## src/rtl/fifo_dispatch.sv

```systemverilog
// fifo_dispatch: pops timestamped fifo entries and issues each payload when the time counter reaches its timestamp.
module fifo_dispatch #(
  parameter int B  = 160,
  parameter int TW = 32,
  parameter int LW = 16
) (
  input  logic            clk,
  input  logic            rst,
  input  logic            start,
  input  logic            stop,
  input  logic            fifo_empty,
  input  logic [B-1:0]    fifo_dout,
  output logic            fifo_rd_en,
  output logic [B-TW-1:0] dout,
  output logic            dout_valid,
  output logic            late,
  output logic [LW-1:0]   late_cnt,
  output logic [TW-1:0]   t_cnt,
  output logic            running
);
  localparam logic [1:0] IDLE  = 2'd0;
  localparam logic [1:0] FETCH = 2'd1;
  localparam logic [1:0] WAIT  = 2'd2;
  localparam logic [1:0] HOLD  = 2'd3;
  logic [1:0]      state, state_nx;
  logic [TW-1:0]   ts, d;
  logic [B-TW-1:0] pay;
  logic            issue;
  assign running    = state != IDLE;
  assign fifo_rd_en = state == FETCH && !fifo_empty;
  assign d          = ts - t_cnt;
  // a start in HOLD defers the decision so the entry is judged against the restarted counter
  assign issue      = state == HOLD && !start && !stop && (d == '0 || d[TW-1]);
  always_comb begin
    state_nx = stop            ? IDLE :
               state == IDLE   ? (start ? FETCH : IDLE) :
               state == FETCH  ? (fifo_rd_en ? WAIT : FETCH) :
               state == WAIT   ? HOLD :
               issue           ? FETCH : HOLD;
  end
  always_ff @(posedge clk or posedge rst) begin
    if (rst) begin
      state      <= IDLE;
      ts         <= '0;
      pay        <= '0;
      dout       <= '0;
      dout_valid <= 1'b0;
      late       <= 1'b0;
      late_cnt   <= '0;
      t_cnt      <= '0;
    end else begin
      state      <= state_nx;
      t_cnt      <= (stop || start || state == IDLE) ? '0 : t_cnt + 1'b1;
      if (state == WAIT) {pay, ts} <= fifo_dout;
      if (issue) dout <= pay;
      dout_valid <= issue;
      late       <= issue && d[TW-1];
      late_cnt   <= (start && !stop) ? '0 :
                    (issue && d[TW-1] && ~&late_cnt) ? late_cnt + 1'b1 : late_cnt;
    end
  end
endmodule
```

## config.mk

```make
export PLATFORM = sky130hd
export DESIGN_NAME = fifo_dispatch
export DESIGN_NICKNAME = d
export VERILOG_FILES = /design/src/rtl/fifo_dispatch.sv
export SDC_FILE = /design/constraint.sdc
export NUM_CORES = 1
export LEC_CHECK = 0
export BUFFER_PORTS_ARGS = -buffer_cell sky130_fd_sc_hd__buf_2
export CORE_MARGIN = 2
export CORE_UTILIZATION = 36
export DETAILED_ROUTE_END_ITERATION = 16
export HOLD_SLACK_MARGIN = 0.06
export MAX_ROUTING_LAYER = met4
export SKIP_LAST_GASP = 1
export SLEW_MARGIN = 20
export SYNTH_ARGS = -nofsm -noshare
export SYNTH_HDL_FRONTEND = slang
export SYNTH_SLANG_ARGS = --single-unit
```

## constraint.sdc

```tcl
create_clock -name clk -period 16.5 [get_ports clk]
set_clock_uncertainty 0.1 [all_clocks]
set_input_delay 3.3 -clock clk [delete_from_list [all_inputs] [get_ports clk]]
set_output_delay 3.3 -clock clk [all_outputs]
set_load 0.05 [all_outputs]
```

==> results.toml, run 1 <==
[cells_and_area]
layoutNonFillerInstCount = 2814
final_nets = 2278
drive_gt1_share_pct = 34.6
syn_to_final_growth_pct = 18.1
fillers = 5025

[placement]
placed_cells = 2723
gp_congestion = 0.886
portBuffers = 344
dpl.hpwl_mm = 37.6

[logic_synthesis]
async_flop_share_pct = 100
synth-seq-area-share_pct = 44.3
synth_common_cells = "dfrtp_1, mux2_2, nand3_1"
synth_area_leader_cell = "dfrtp_1"
ys.flop_type = "dfrtp_1"
syn_area_per_cell_um2 = 10.4
netlist_area_mm2 = 0.0192
synth_edf_count = 0
yosysWarnings = 0
syn_inst = 1845
synth_fp_nets = 2044
synth_top_area_share_pct = 44.3
synthMostInstantiatedCell = "dfrtp_1"
ys_ff_latch = 340
synth_cell_types = 67
synth_area_leaders = "dfrtp_1, mux2_2, o211ai_2"

[floorplanning]
die-area_mm2 = 0.0553
die_h_um = 235
pin_count = 345
start_util_pct = 36.5
row_count = 84
fp.coreArea_mm2 = 0.0527
die_w_um = 235

[clocking]
postCtsHoldBufs = 0
cts-root-buf = "clkbuf_16"
clk_latency_ps = 570
path_clk_slew_ps = 60
postCtsSetupBuffers = 0
cts_repair_resize_count = 0
cts_max_path_buffers = 3
cts_tree = "yes"
cts_buffers = 42
cts_sinks = 340
cts.htree.levels = 2

[critical_path]
start_kind = "primary input"
slowest_stage = "buf_2"
rrSetupSlack_ps = 10910
cp.required_ps = 13100
critPathKind = "primary input to output port"
arrival_ps = 3960
crit_chain = "buf_2 > nor3b_1 > buf_2"
path_max_fanout = 2
critPathMaxStageDelay_ps = 320
end_kind = "output port"
cp_common_cell = "buf_2"

[timing]
slew_headroom_pct = 25.5
holdWs_ps = 409
hold_viol_final = 0
worstMarginPinSlew_ps = 1120
setup_viol = 0
fmax_ghz = 0.136
tns_ps = 0
fin_crit_sh_pct = 44.6
maxSlewViolCount = 0
period_minus_slack_ps = 7360
rsz0062_at_grt = "no"

[routing]
drc = 0
finalWirelength_mm = 60.9
wire_per_inst_um = 21.6
vias_per_cell = 5.88
vias = 16535
firstDrtPassIters = 5
drtIter0Drc = 1153
ant_nets = 0

[pwr]
power.density_mw_per_mm2 = 127
peakVddDrop_uv = 75.4
p_leak_nw = 9.11

[global_routing]
grt_max_degree = 157
grt_antenna_before_repair = 20
grtUsageTotal_pct = 22.1
grt_overflow = 0
grt_pass1_vias = 16865
grt_pass1_wl_mm = 96.9

[run]
maxCapViolCount = 0

[run_status]
outcome = "complete, no violations"

[hold_path]
hold_path.class = "flip-flop to flip-flop"
flip-flops by register name (all words and copies together), names as in the netlist:
register,flops
dout,128
pay,128
t_cnt,32
ts,32
late_cnt,16
state,2
dout_valid,1
late,1
area by class of cell:
class | instances | area (µm²) | share of cell area, %
diodes | 20 | 50.0 | 0.220
repair buffers | 368 | 1940 | 8.53
flip-flops and latches | 340 | 8510 | 37.5
multi-input cells | 1286 | 9790 | 43.1
clock buffers | 61 | 1210 | 5.34
clock inverters | 10 | 194 | 0.854
well taps | 688 | 861 | 3.79
inverters | 41 | 161 | 0.711
cell usage in the layout, fill, tap and decap left out, types with 15 or more instances in the layout:
cell	instances
xnor2_1	34
nor2_1	65
dfrtp_1	340
a21oi_1	39
nor3_1	15
nand2_1	49
clkbuf_16	42
a21boi_0	132
mux2_2	160
and3_1	20
ha_1	33
nand4_1	142
o21ai_0	26
diode_2	20
inv_1	40
o211ai_2	110
o211ai_1	33
nand3_1	153
buf_2	344
a31oi_1	132
buf_4	21
worst max-delay path, delay by kind of cell:
family,cells,cell delay [ps]
and+or+nand+nor,1,240
buffers and inverters,2,430
final timing paths:
kind,start,end,cells after the start
worst min register to register,ts[14],ts[14],1
min in group asynchronous,rst,dout[111],2
max in group asynchronous,rst,pay[41],3
worst min-delay path,ts[14],ts[14],1
worst max register to register,t_cnt[0],dout[26],12
worst max-delay path,fifo_empty,fifo_rd_en,3
report_power, final:
part | internal (mW) | switching, mW
registers | 0.977 | 0.0997
logic | 0.327 | 0.522
clock network | 0.574 | 0.381
total | 1.88 | 1.00
metrics by stage:
stage	total power [mW]	util, %	area (µm²)	setup slack, ps
6_report	2.88	43.1	22700	9140
3_5_place_dp	1.93	40.4	21200	9140
2_1_floorplan	1.70	-	19200	3680
5_1_grt	3.04	43.1	22700	9080
3_3_place_gp	1.91	40.3	21200	9130
4_1_cts	2.90	43.0	22700	9130
metal layers:
| layer | GRT usage [%] | wire [µm] | vias up | part of all wire (%) |
|---|---|---|---|---|
| li1 | - | - | 7532 | - |
| met1 | 28.3 | 26500 | 8360 | 43 |
| met2 | 34.3 | 28800 | 532 | 47 |
| met3 | 4.01 | 3510 | 111 | 5.8 |
| met4 | 9.84 | 2150 | 0 | 3.5 |
| met5 | - | 0 | - | 0 |
cell families after synthesis:
kind of cell	Yosys count	share of synthesized area [%]
and+or+nand+nor	503	14.0
AOI/OAI and AO/OA	541	22.7
xor gates and xnor gates	45	2.05
DFF	340	44.3
buffers and inverters	219	5.13
muxes	163	9.53
adders and majority gates	34	2.25
Note: power is estimated with default switching activity, not from simulation.
==> run 2: changes to the inputs <==
clock period = 6.43 ns   (was 16.5 ns; I/O delays follow)
==> results.toml, run 2 (synthesized netlist as in run 1, its figures left out) <==
[clocking]
clk_latency_ps = 580
cts-root-buf = "clkbuf_16"
cts_tree = "yes"
postCtsHoldBufs = 0
cts_repair_resize_count = 0
postCtsSetupBuffers = 0
cts.htree.levels = 2
path_clk_slew_ps = 60
cts_max_path_buffers = 3
cts_sinks = 340
cts_buffers = 43

[timing]
fin_crit_sh_pct = 77.0
hold_viol_final = 0
fmax_ghz = 0.202
maxSlewViolCount = 0
worstMarginPinSlew_ps = 1050
slew_headroom_pct = 30.2
period_minus_slack_ps = 4950
finalWorstSetupSlack_ps = 1480
setup_viol = 0
rsz0062_at_grt = "no"
tns_ps = 0

[global_routing]
grt_pass1_wl_mm = 94.9
grt_max_degree = 131
grtUsageTotal_pct = 21.6
grt_overflow = 0
grt_antenna_before_repair = 4
grt_pass1_vias = 16428

[critical_path]
critPathKind = "flip-flop to flip-flop"
end_kind = "flip-flop"
start_kind = "flip-flop"
path_max_fanout = 103
r2r_cells = 12
cp.required_ps = 6830
arrival_ps = 5350

[pwr]
combPwrFrac_pct = 29.2
p_leak_nw = 9.17
seq_power_share_pct = 37.0
p_int_mw = 4.89
peakVddDrop_uv = 277
p_clk_share_pct = 33.8
switching_power_mw = 2.60
power.total_mw = 7.50
power.density_mw_per_mm2 = 329
p_sw_share_pct = 34.7

[cells_and_area]
drive_gt1_share_pct = 34.7
final_cell_mix = "buf_2, dfrtp_1, mux2_2"
utilization_pct = 43.4
final_nets = 2272
stdcell_area_mm2 = 0.0228
top_regs = "dout x128, pay x128"
fillers = 5032
final_common_cell = "buf_2"
syn_to_final_growth_pct = 18.7

[routing]
firstDrtPassIters = 5
vias = 16585
drtIter0Drc = 1202
wire_per_inst_um = 21.5
vias_per_cell = 5.91
ant_nets = 0
finalWirelength_mm = 60.4
drc = 0

[hold_path]
hold_path.class = "flip-flop to flip-flop"
hold_depth = 1

[placement]
dpl.hpwl_mm = 36.8
portBuffers = 344
placed_area_mm2 = 0.0213
place_ws_ps = 1300
gp_congestion = 0.844

[floorplanning]
die_h_um = 235
fp.coreArea_mm2 = 0.0527
row_count = 84
pin_count = 345
die_w_um = 235
start_util_pct = 36.5
die-area_mm2 = 0.0553

[run]
maxCapViolCount = 0

[run_status]
outcome = "complete, no violations"
run 2: critical path: stages (launching register included):
cell       delay (ps)
dfrtp_1           460
ha_1              280
fa_1              400
nand2b_1          190
a211oi_2          430
o2111ai_1         270
and3_1            240
a311oi_1          350
nand4_1           190
or4_4             800
buf_12            350
nor3_1            430
or2_2             170
run 2: stage by stage:
step                std cells  hold WS (ps)
detailed placement       2716           401
CTS                      2795           415
floorplan                1845           379
global placement         2716           397
finish                   2804           413
global route             2799           426
run 2: area by class of cell:
cell class / instances / area [µm²] / area share, %
repair buffers: 361 / 2000 / 8.76
clock inverters: 11 / 170 / 0.745
well taps: 688 / 861 / 3.77
diodes: 9 / 22.5 / 0.0987
inverters: 41 / 158 / 0.691
clock buffers: 68 / 1320 / 5.78
multi-input cells: 1286 / 9790 / 42.9
flip-flops and latches: 340 / 8510 / 37.3
run 2: routing by layer:
metal / routed length (µm) / track usage, %
met1: 26500 / 28.7
met5: 0 / -
met4: 1620 / 7.35
met3: 3140 / 2.95
met2: 29100 / 34.0
run 2: final timing paths:
path	start	to	slack [ps]
setup / recovery	t_cnt[0]	dout_valid	1480
hold / removal	ts[14]	ts[14]	410
setup reg to reg	t_cnt[0]	dout_valid	1480
hold reg to reg	ts[14]	ts[14]	410
max in group asynchronous	rst	dout[104]	4290
min in group asynchronous	rst	state[0]	670
run 2: power groups by stage:
stage          Sequential [mW]  Combinational [mW]  Clock, mW
2_1_floorplan             2.71                1.64          0
3_3_place_gp              2.77                2.16          0
3_5_place_dp              2.80                2.18          0
4_1_cts                   2.76                2.19       2.60
5_1_grt                   2.82                2.39       2.69
6_report                  2.77                2.19       2.54
